File: config.mk
export PLATFORM = sky130hd
export DESIGN_NAME = char_sweep_sequencer
export DESIGN_NICKNAME = d
export VERILOG_FILES = /design/src/rtl/char_sweep_pkg.sv /design/src/rtl/char_sweep_sequencer_vote.sv /design/src/rtl/char_sweep_sequencer.sv
export SDC_FILE = /design/constraint.sdc
export NUM_CORES = 1
export LEC_CHECK = 0
export ABC_AREA = 1
export BUFFER_PORTS_ARGS = -buffer_cell sky130_fd_sc_hd__buf_2
export CAP_MARGIN = 20
export CORE_MARGIN = 8
export CORE_UTILIZATION = 35
export CTS_BUF_LIST = sky130_fd_sc_hd__clkbuf_8
export CTS_CLUSTER_SIZE = 10
export DETAILED_ROUTE_END_ITERATION = 8
export GPL_TIMING_DRIVEN = 0
export PLACE_DENSITY = 0.6
export SYNTH_ARGS = -nofsm -noshare
export SYNTH_HDL_FRONTEND = slang
export SYNTH_SLANG_ARGS = --single-unit
File: constraint.sdc
create_clock -name clk -period 3.7 [get_ports clk]
set_input_delay 0.185 -clock clk [delete_from_list [all_inputs] [get_ports clk]]
set_output_delay 0.185 -clock clk [all_outputs]
set_load 0.05 [all_outputs]
File: src/rtl/char_sweep_pkg.sv
// Shared types and constants for the character sweep sequencer.
// Optional build macro used by the top: CHAR_SWEEP_CONTINUOUS_EN.
package char_sweep_pkg;

  localparam int NUM_CHARS   = 4;
  localparam int NUM_CLASSES = 4;
  localparam int CLASS_W     = 2;

  localparam logic [2:0] ST_IDLE_ENC   = 3'd0;
  localparam logic [2:0] ST_SETTLE_ENC = 3'd1;
  localparam logic [2:0] ST_SAMPLE_ENC = 3'd2;
  localparam logic [2:0] ST_EVAL_ENC   = 3'd3;
  localparam logic [2:0] ST_DONE_ENC   = 3'd4;

  typedef enum logic [2:0] {
    ST_IDLE   = ST_IDLE_ENC,
    ST_SETTLE = ST_SETTLE_ENC,
    ST_SAMPLE = ST_SAMPLE_ENC,
    ST_EVAL   = ST_EVAL_ENC,
    ST_DONE   = ST_DONE_ENC
  } state_e;

  // Width of a counter that must hold values 0..max_count inclusive.
  function automatic int cnt_width(input int max_count);
    return $clog2(max_count + 1);
  endfunction

endpackage

File: src/rtl/char_sweep_sequencer_vote.sv
// Per-class vote counters for one character plus a lowest-index-wins argmax.
module char_vote_counter
  import char_sweep_pkg::*;
#(
  parameter int SAMPLE_COUNT = 16
) (
  input  logic               clk,
  input  logic               rst,
  input  logic               clr,
  input  logic               inc,
  input  logic [CLASS_W-1:0] sample,
  output logic [CLASS_W-1:0] winner
);

  localparam int CW = cnt_width(SAMPLE_COUNT);
  localparam logic [CW-1:0] CNT_MAX = CW'(SAMPLE_COUNT);

  logic [CW-1:0]      cnt_q [NUM_CLASSES];
  logic [CW-1:0]      cnt_d [NUM_CLASSES];
  logic [CW-1:0]      best_cnt_s;
  logic [CLASS_W-1:0] best_idx_s;

  // Next-count logic: clear wins, otherwise saturating increment of the voted class.
  always_comb begin
    for (int i = 0; i < NUM_CLASSES; i++) begin
      cnt_d[i] = cnt_q[i];
      if (clr) begin
        cnt_d[i] = '0;
      end else if (inc && (sample == CLASS_W'(i)) && (cnt_q[i] != CNT_MAX)) begin
        cnt_d[i] = cnt_q[i] + CW'(1);
      end else begin
        cnt_d[i] = cnt_q[i];
      end
    end
  end

  // Counter registers.
  always_ff @(posedge clk) begin
    if (rst) begin
      for (int i = 0; i < NUM_CLASSES; i++) cnt_q[i] <= '0;
    end else begin
      for (int i = 0; i < NUM_CLASSES; i++) cnt_q[i] <= cnt_d[i];
    end
  end

  // Strict greater-than keeps the earlier (lower) class on a tie.
  always_comb begin
    best_cnt_s = cnt_q[0];
    best_idx_s = '0;
    for (int i = 1; i < NUM_CLASSES; i++) begin
      if (cnt_q[i] > best_cnt_s) begin
        best_cnt_s = cnt_q[i];
        best_idx_s = CLASS_W'(i);
      end else begin
        best_cnt_s = best_cnt_s;
      end
    end
  end

  assign winner = best_idx_s;

endmodule

File: src/rtl/char_sweep_sequencer.sv
// Steps the ASIC through characters 0..3, votes on its output, records winners.
// Build macro CHAR_SWEEP_CONTINUOUS_EN: restart the sweep after DONE instead of idling.
module char_sweep_sequencer
  import char_sweep_pkg::*;
#(
  parameter int SETTLE_CYCLES = 1000,
  parameter int SAMPLE_COUNT  = 16
) (
  input  logic                   clk,
  input  logic                   rst,
  input  logic                   start,
  input  logic                   abort,
  input  logic [CLASS_W-1:0]     cfg_char_select,
  input  logic [CLASS_W-1:0]     network_output,
  output logic [CLASS_W-1:0]     char_select,
  output logic                   busy,
  output logic                   done,
  output logic [NUM_CHARS*CLASS_W-1:0] result,
  output logic [NUM_CHARS-1:0]   pass_mask
);

  localparam int SET_W = cnt_width(SETTLE_CYCLES);
  localparam int SMP_W = cnt_width(SAMPLE_COUNT);
  localparam logic [SET_W-1:0] SETTLE_LOAD = SET_W'(SETTLE_CYCLES - 1);
  localparam logic [SMP_W-1:0] SAMPLE_LOAD = SMP_W'(SAMPLE_COUNT - 1);

  state_e                       state_q, state_d;
  logic [CLASS_W-1:0]           idx_q, idx_d;
  logic [SET_W-1:0]             settle_cnt_q, settle_cnt_d;
  logic [SMP_W-1:0]             sample_cnt_q, sample_cnt_d;
  logic [CLASS_W-1:0]           char_select_q, char_select_d;
  logic                         busy_q, busy_d;
  logic                         done_q, done_d;
  logic [NUM_CHARS*CLASS_W-1:0] result_q, result_d;
  logic [NUM_CHARS-1:0]         pass_mask_q, pass_mask_d;
  logic [CLASS_W-1:0]           winner_s;
  logic                         vote_clr_s;
  logic                         vote_inc_s;

  assign vote_clr_s = (state_q == ST_SETTLE) || (state_q == ST_DONE);
  assign vote_inc_s = (state_q == ST_SAMPLE);

  char_vote_counter #(.SAMPLE_COUNT(SAMPLE_COUNT)) u_vote (
    .clk    (clk),
    .rst    (rst),
    .clr    (vote_clr_s),
    .inc    (vote_inc_s),
    .sample (network_output),
    .winner (winner_s)
  );

  // Sequencer next-state and next-output logic.
  always_comb begin
    state_d       = state_q;
    idx_d         = idx_q;
    settle_cnt_d  = settle_cnt_q;
    sample_cnt_d  = sample_cnt_q;
    char_select_d = char_select_q;
    result_d      = result_q;
    pass_mask_d   = pass_mask_q;

    if (abort && (state_q != ST_IDLE)) begin
      state_d = ST_IDLE;
    end else begin
      case (state_q)
        ST_IDLE: begin
          char_select_d = cfg_char_select;
          if (start && !abort) begin
            state_d      = ST_SETTLE;
            idx_d        = '0;
            settle_cnt_d = SETTLE_LOAD;
            result_d     = '0;
            pass_mask_d  = '0;
          end else begin
            state_d = ST_IDLE;
          end
        end
        ST_SETTLE: begin
          char_select_d = idx_q;
          if (settle_cnt_q == '0) begin
            state_d      = ST_SAMPLE;
            sample_cnt_d = SAMPLE_LOAD;
          end else begin
            settle_cnt_d = settle_cnt_q - SET_W'(1);
          end
        end
        ST_SAMPLE: begin
          if (sample_cnt_q == '0) begin
            state_d = ST_EVAL;
          end else begin
            sample_cnt_d = sample_cnt_q - SMP_W'(1);
          end
        end
        ST_EVAL: begin
          result_d[{idx_q, 1'b0} +: CLASS_W] = winner_s;
          pass_mask_d[idx_q]                 = (winner_s == idx_q);
          if (idx_q == CLASS_W'(NUM_CHARS - 1)) begin
            state_d = ST_DONE;
          end else begin
            state_d      = ST_SETTLE;
            idx_d        = idx_q + CLASS_W'(1);
            settle_cnt_d = SETTLE_LOAD;
          end
        end
        ST_DONE: begin
`ifdef CHAR_SWEEP_CONTINUOUS_EN
          // DONE doubles as the first settle cycle of the next sweep.
          idx_d         = '0;
          char_select_d = '0;
          if (SETTLE_CYCLES == 1) begin
            state_d      = ST_SAMPLE;
            sample_cnt_d = SAMPLE_LOAD;
          end else begin
            state_d      = ST_SETTLE;
            settle_cnt_d = SETTLE_LOAD - SET_W'(1);
          end
`else
          state_d = ST_IDLE;
`endif
        end
        default: begin
          state_d = ST_IDLE;
        end
      endcase
    end

    busy_d = (state_d != ST_IDLE);
    done_d = (state_d == ST_DONE);
  end

  // State and output registers.
  always_ff @(posedge clk) begin
    if (rst) begin
      state_q       <= ST_IDLE;
      idx_q         <= '0;
      settle_cnt_q  <= '0;
      sample_cnt_q  <= '0;
      char_select_q <= '0;
      busy_q        <= 1'b0;
      done_q        <= 1'b0;
      result_q      <= '0;
      pass_mask_q   <= '0;
    end else begin
      state_q       <= state_d;
      idx_q         <= idx_d;
      settle_cnt_q  <= settle_cnt_d;
      sample_cnt_q  <= sample_cnt_d;
      char_select_q <= char_select_d;
      busy_q        <= busy_d;
      done_q        <= done_d;
      result_q      <= result_d;
      pass_mask_q   <= pass_mask_d;
    end
  end

  assign char_select = char_select_q;
  assign busy        = busy_q;
  assign done        = done_q;
  assign result      = result_q;
  assign pass_mask   = pass_mask_q;

endmodule

# --- Word level (Yosys, flattened, before mapping) ---
# Memories as Yosys holds them, arrays and structs flattened.
# Cells that the tools add are included.
totals:
  ff_bits: 36
  mem_bits_rw: 20
  in_bits: 8
  output_inout_bits: 16
  wordCells: 122
  mem_count: 1
mem_list:
  columns: ["memory", "depth", "word_bits", "read_ports", "rd_clocked_by_memory_dff", "wr", "line", "rtl"]
  rows:
  - ["u_vote.cnt_q", 4, 5, 4, 0, 4, "char_sweep_sequencer_vote.sv:18", "logic [CW-1:0] cnt_q [NUM_CLASSES];"]
op_classes:
  n_addsub: 8
  magnitude_cmp: 5
  n_eq_ne: 19
  shifts: 2
  muxes: 45
  bitwise: 5
  n_reduce_logical: 28
op_table:
  columns: ["operator", "n"]
  rows:
  - ["$mux 5", 16]
  - ["$mux 10", 3]
  - ["$pmux 10 s3", 1]
  - ["$add 5x1->5 const B", 4]
  - ["$ne 5x5->1 const B", 4]
  - ["$pmux 8 s2", 1]
  - ["$gt 5x5->1", 3]
  - ["$mux 3", 4]
  - ["$pmux 3 s4", 1]
  - ["$logic_and 1x1->1", 11]
  - ["$logic_not 10->1", 1]
  - ["$pmux 5 s2", 1]
  - ["$sub 10x1->10 const B", 1]
  - ["$reduce_bool 3->1", 3]
  - ["$bwmux 8", 1]
  - ["$mux 2", 4]
  - ["$mux 8", 1]
  - ["$ne 2x2->1 const B", 4]
  - ["$pmux 2 s2", 2]
  - ["$pmux 4 s2", 1]
  - ["$reduce_and 4->1", 2]
  - ["$shift 2x5->8 const A", 1]
  - ["$shiftx 2x5->8", 1]
  - ["$eq 2x2->1 const B", 3]
  - ["other kinds (26)", 38]

# --- Depth between registers and ports, before layout ---
# An unclocked memory read counts as a cell.
depth:
  word_depth: 10
  depth_mapped: 30
  mapped_depth_nobuf: 29

# --- Hierarchy ---
# From an unflattened synthesis, not the netlist that was laid out.
unflattened:
  cells_unflattened: 530
  area_unflattened_um2: 3547.2
by_module_without_submodules:
  columns: ["mod", "n_inst", "cells_each", "area_each_um2", "seq_area_each_um2"]
  rows:
  - ["char_sweep_sequencer", 1, 300, 1975.6, 720.7]
  - ["char_vote_counter", 1, 230, 1571.5, 400.4]

# --- Least setup slack after synthesis ---
# OpenSTA, ideal clock, no wires.
synth_path:
  path_type: "register to register"
  startpoint: "memory u_vote.cnt_q[0][3] (netlist bit)"
  endpoint: "register pass_mask_q[0] (netlist: pass_mask[0])"
  setup_ns: 0.070
  t_arrival_ns: 3.428
  t_required_ns: 3.630
  path_slack_ns: 0.201
  stages_incl_launch_ff: 28
  path_buffers: 1
  synth_period_minus_slack_ns: 3.499
  cell_sequence: "dfxtp_1 inv_1 ha_1 nand2_1 nor3_1 nor2_1 nor2_2 o21ai_0 ha_1 nand2_1 nor2_1 nand2_1 nand3_1 nand2_1 clkbuf_1 nand2_1 o21ai_0 ha_1 nand2_1 nor2_1 nand2_1 nand3_1 nand2_1 nand2_1 nand2_1 nand2_1 nand4_1 a21oi_1"
synth_rtl:
  columns: ["item", "line", "rtl"]
  rows:
  - ["start, declared", "char_sweep_sequencer_vote.sv:18", null]
  - ["end signal, assigned", "char_sweep_sequencer.sv:152", "pass_mask_q <= pass_mask_d;"]
  - ["end, declared", "char_sweep_sequencer.sv:35", "logic [NUM_CHARS-1:0] pass_mask_q, pass_mask_d;"]

==> results.sh <==
export IMPL_finClkSkew_ns=0.0105
export IMPL_num_vias=3219
export IMPL_required_ns=3.90
export IMPL_num_io_pins=24
export IMPL_worstPathMaxFanout=7
export IMPL_ctsHtreeMaxLevel=2
export IMPL_grt_max_degree=19
export IMPL_synth_top_flop_cell="dfxtp_1"
export IMPL_antennaDiodeCount=0
export IMPL_io_buffer_count=23
export IMPL_seq_area_frac_synth=0.332
export IMPL_first_pass_iters=4
export IMPL_max_slew_margin=0.545
export IMPL_vias_per_cell=5.02
export IMPL_hold_start="cfg_char_select[0]"
export IMPL_syn_num_nets=504
export IMPL_arrival_ns=3.83
export IMPL_drc=0
export IMPL_grt_overflow=0
export IMPL_maxCapViolCount=0
export IMPL_place_area_mm2=0.00366
export IMPL_cts_sinks=56
export IMPL_ys_types=33
export IMPL_cts_tree="built"
export IMPL_worst_pin_slew_ns=0.681
export IMPL_multi_input_area_mm2=0.00223
export IMPL_fin_crit_sh=0.980
export IMPL_rsz0062_at_grt="yes"
export IMPL_yosysWarnings=0
export IMPL_setup_ws_ns=0.0730
export IMPL_grt_pass1_wl_mm=14.1
export IMPL_hold_path_class="input pin to flop"
export IMPL_setup_violations=0
export IMPL_antenna_found_initial=0
export IMPL_hold_viol_final=0
export IMPL_nets=545
export IMPL_die_w_um=114
export IMPL_startpoint_type="flop"
export IMPL_synth_async_reset_ratio=0
export IMPL_wl_per_cell_um=13.4
export IMPL_finalMaxSlewViolations=0
export IMPL_grt_pass1_vias=3106
export IMPL_gp_congestion=0.864
export IMPL_clk_path_buf_depth=2
export IMPL_core_area_mm2=0.00959
export IMPL_root_buffer="clkbuf_8"
export IMPL_syn_avg_cell_area_um2=7.25
export IMPL_die_area_mm2=0.0131
export IMPL_syn_inst=466
export IMPL_critPathLaunch="u_vote.cnt_q[0][4]$_SDFFE_PP0P_"
export IMPL_fill_cells=988
export IMPL_postLayoutCellArea_mm2=0.00409
export IMPL_numCtsBuffers=5
export IMPL_grt_usage=0.131
export IMPL_num_rows=36
export IMPL_postLayoutCoreUtil=0.426
export IMPL_ant_nets=0
export IMPL_pre_cts_ws_ns=-0.583
export IMPL_hold_buffers=0
export IMPL_ff_latch_area_mm2=0.00113
export IMPL_layout_common_cells="nand2_1 (78), inv_1 (54), dfxtp_1 (49), nor2_1 (35), a21oi_1 (32)"
export IMPL_synth_seq_cells=56
export IMPL_start_util=0.352
export IMPL_r2r_start="u_vote.cnt_q[0][4]$_SDFFE_PP0P_"
export IMPL_outcome="completed"
export IMPL_path_clk_slew_ns=0.12
export IMPL_max_freq_ghz=0.276
export IMPL_areaGrowthSynthToFinish_pct=20.9
export IMPL_final_common_cell="nand2_1"
export IMPL_synth_edff_count=0
export IMPL_hpwlAfterDp_mm=6.17
export IMPL_critical_path_class="flop to flop"
export IMPL_peakVddDrop_mv=0.227
export IMPL_die_y_um=114
export IMPL_timing_hold_ws_ns=0.110
export IMPL_drt_iter0_drc=151
export IMPL_p_leak_nw=1.62
export IMPL_netlist_area_mm2=0.00338
export IMPL_insertion_delay_ns=0.33
export IMPL_power_density_mw_per_mm2=386
export IMPL_wl_mm=8.56
export IMPL_drive_above_1_share=0.234
export IMPL_worst_setup_path_end_kind="flop"
export IMPL_period_needed_ns=3.63
-- layer usage --
metal  global-route usage  up-vias  wire [µm]
li1                     -     1642          -
met1                0.152     1507       3830
met2                0.238       62       4320
met3               0.0301        8        313
met4               0.0311        0         91
met5                    0        -          0
-- Yosys cell counts, types with 2 or more instances --
cell / count / area, µm²
a211oi_1: 5 / 37.5
a21oi_1: 37 / 185
a21oi_2: 2 / 17.5
a31oi_1: 4 / 25.0
clkbuf_1: 7 / 26.3
dfxtp_1: 56 / 1120
ha_1: 30 / 375
inv_1: 58 / 218
inv_2: 3 / 11.3
nand2_1: 98 / 368
nand3_1: 20 / 100
nand3_2: 2 / 20.0
nand3_4: 2 / 35.0
nand4_1: 14 / 87.6
nand4_4: 2 / 42.5
nor2_1: 40 / 150
nor3_1: 13 / 65.1
nor3_2: 2 / 20.0
nor3_4: 2 / 32.5
nor3b_1: 8 / 60.1
nor3b_2: 2 / 25.0
o21ai_0: 38 / 190
o21ai_1: 3 / 15.0
o21bai_1: 2 / 15.0
xnor2_1: 2 / 17.5
xor2_1: 7 / 61.3
-- state kept, by name (all words and copies together), names as in the netlist --
name          flops
busy              1
char_select       2
done              1
idx_q             2
pass_mask         4
result            8
sample_cnt_q      5
settle_cnt_q     10
state_q           3
u_vote.cnt_q     20
-- through the flow --
stage | TNS (ns) | total power, mW | std cells
detailed placement | -5.70 | 1.12 | 622
finish | 0 | 1.58 | 641
global placement | -4.24 | 1.11 | 622
CTS | 0 | 1.52 | 633
global route | -1.34 | 1.69 | 641
floorplan | 0 | 1.01 | 466
-- cells by family (layout without fill, tap and decap cells) --
kind of cell / count (synthesis) / count (layout) / synth area share
buffers and inverters: 69 / 110 / 0.0778
AO/OA/AOI/OAI: 93 / 93 / 0.150
AND/OR/NAND/NOR: 209 / 210 / 0.307
XOR/XNOR: 9 / 9 / 0.0233
adder cells (fa/ha/maj): 30 / 30 / 0.111
flip-flops: 56 / 56 / 0.332
-- area by class of cell --
type,count,share of cell area
Tap cell,133,0.0407
Buffer,7,0.00735
Inverter,61,0.0567
Multi-Input combinational cell,342,0.547
Clock buffer,5,0.0168
Timing Repair Buffer,34,0.0484
Clock inverter,3,0.00551
Sequential cell,56,0.278
-- worst paths after layout --
kind                                       to  slack, ns  cells after the start
setup / recovery       result[5]$_SDFFE_PP0P_       0.07                     26
hold / removal    char_select[0]$_SDFFE_PP0P_       0.11                      3
setup reg to reg       result[5]$_SDFFE_PP0P_       0.07                     26
hold reg to reg        result[4]$_SDFFE_PP0P_       0.47                      2
-- critical path, stage by stage, from the launching register on --
cell,delay (ns)
dfxtp_4,0.38
inv_4,0.04
ha_4,0.24
a21oi_1,0.19
nand2_2,0.11
nor2_4,0.18
nor2_4,0.09
nand2_2,0.08
o21ai_2,0.07
ha_1,0.32
nand2_2,0.10
inv_1,0.06
nand2_2,0.09
nand3_4,0.13
buf_4,0.17
a21oi_2,0.12
ha_1,0.27
nand2_2,0.09
inv_1,0.04
nand2_1,0.07
nand3_2,0.09
nand2_4,0.12
nand2_4,0.07
buf_4,0.13
buf_4,0.13
nand3_1,0.07
a21oi_1,0.06
-- timing repair --
action	4_1_cts	5_1_grt
gates resized for setup	25	51
pin swaps	4	32
setup endpoints to repair	12	12
endpoints found under the hold margin	0	0
setup buffers	4	7
gates cloned	0	1
-- report_power, final --
group / switching (mW) / total [mW] / internal (mW)
combinational: 0.349 / 0.542 / 0.193
sequential: 0.0328 / 0.672 / 0.639
clock: 0.228 / 0.365 / 0.137
No activity file was read; power rests on OpenSTA's default activity.
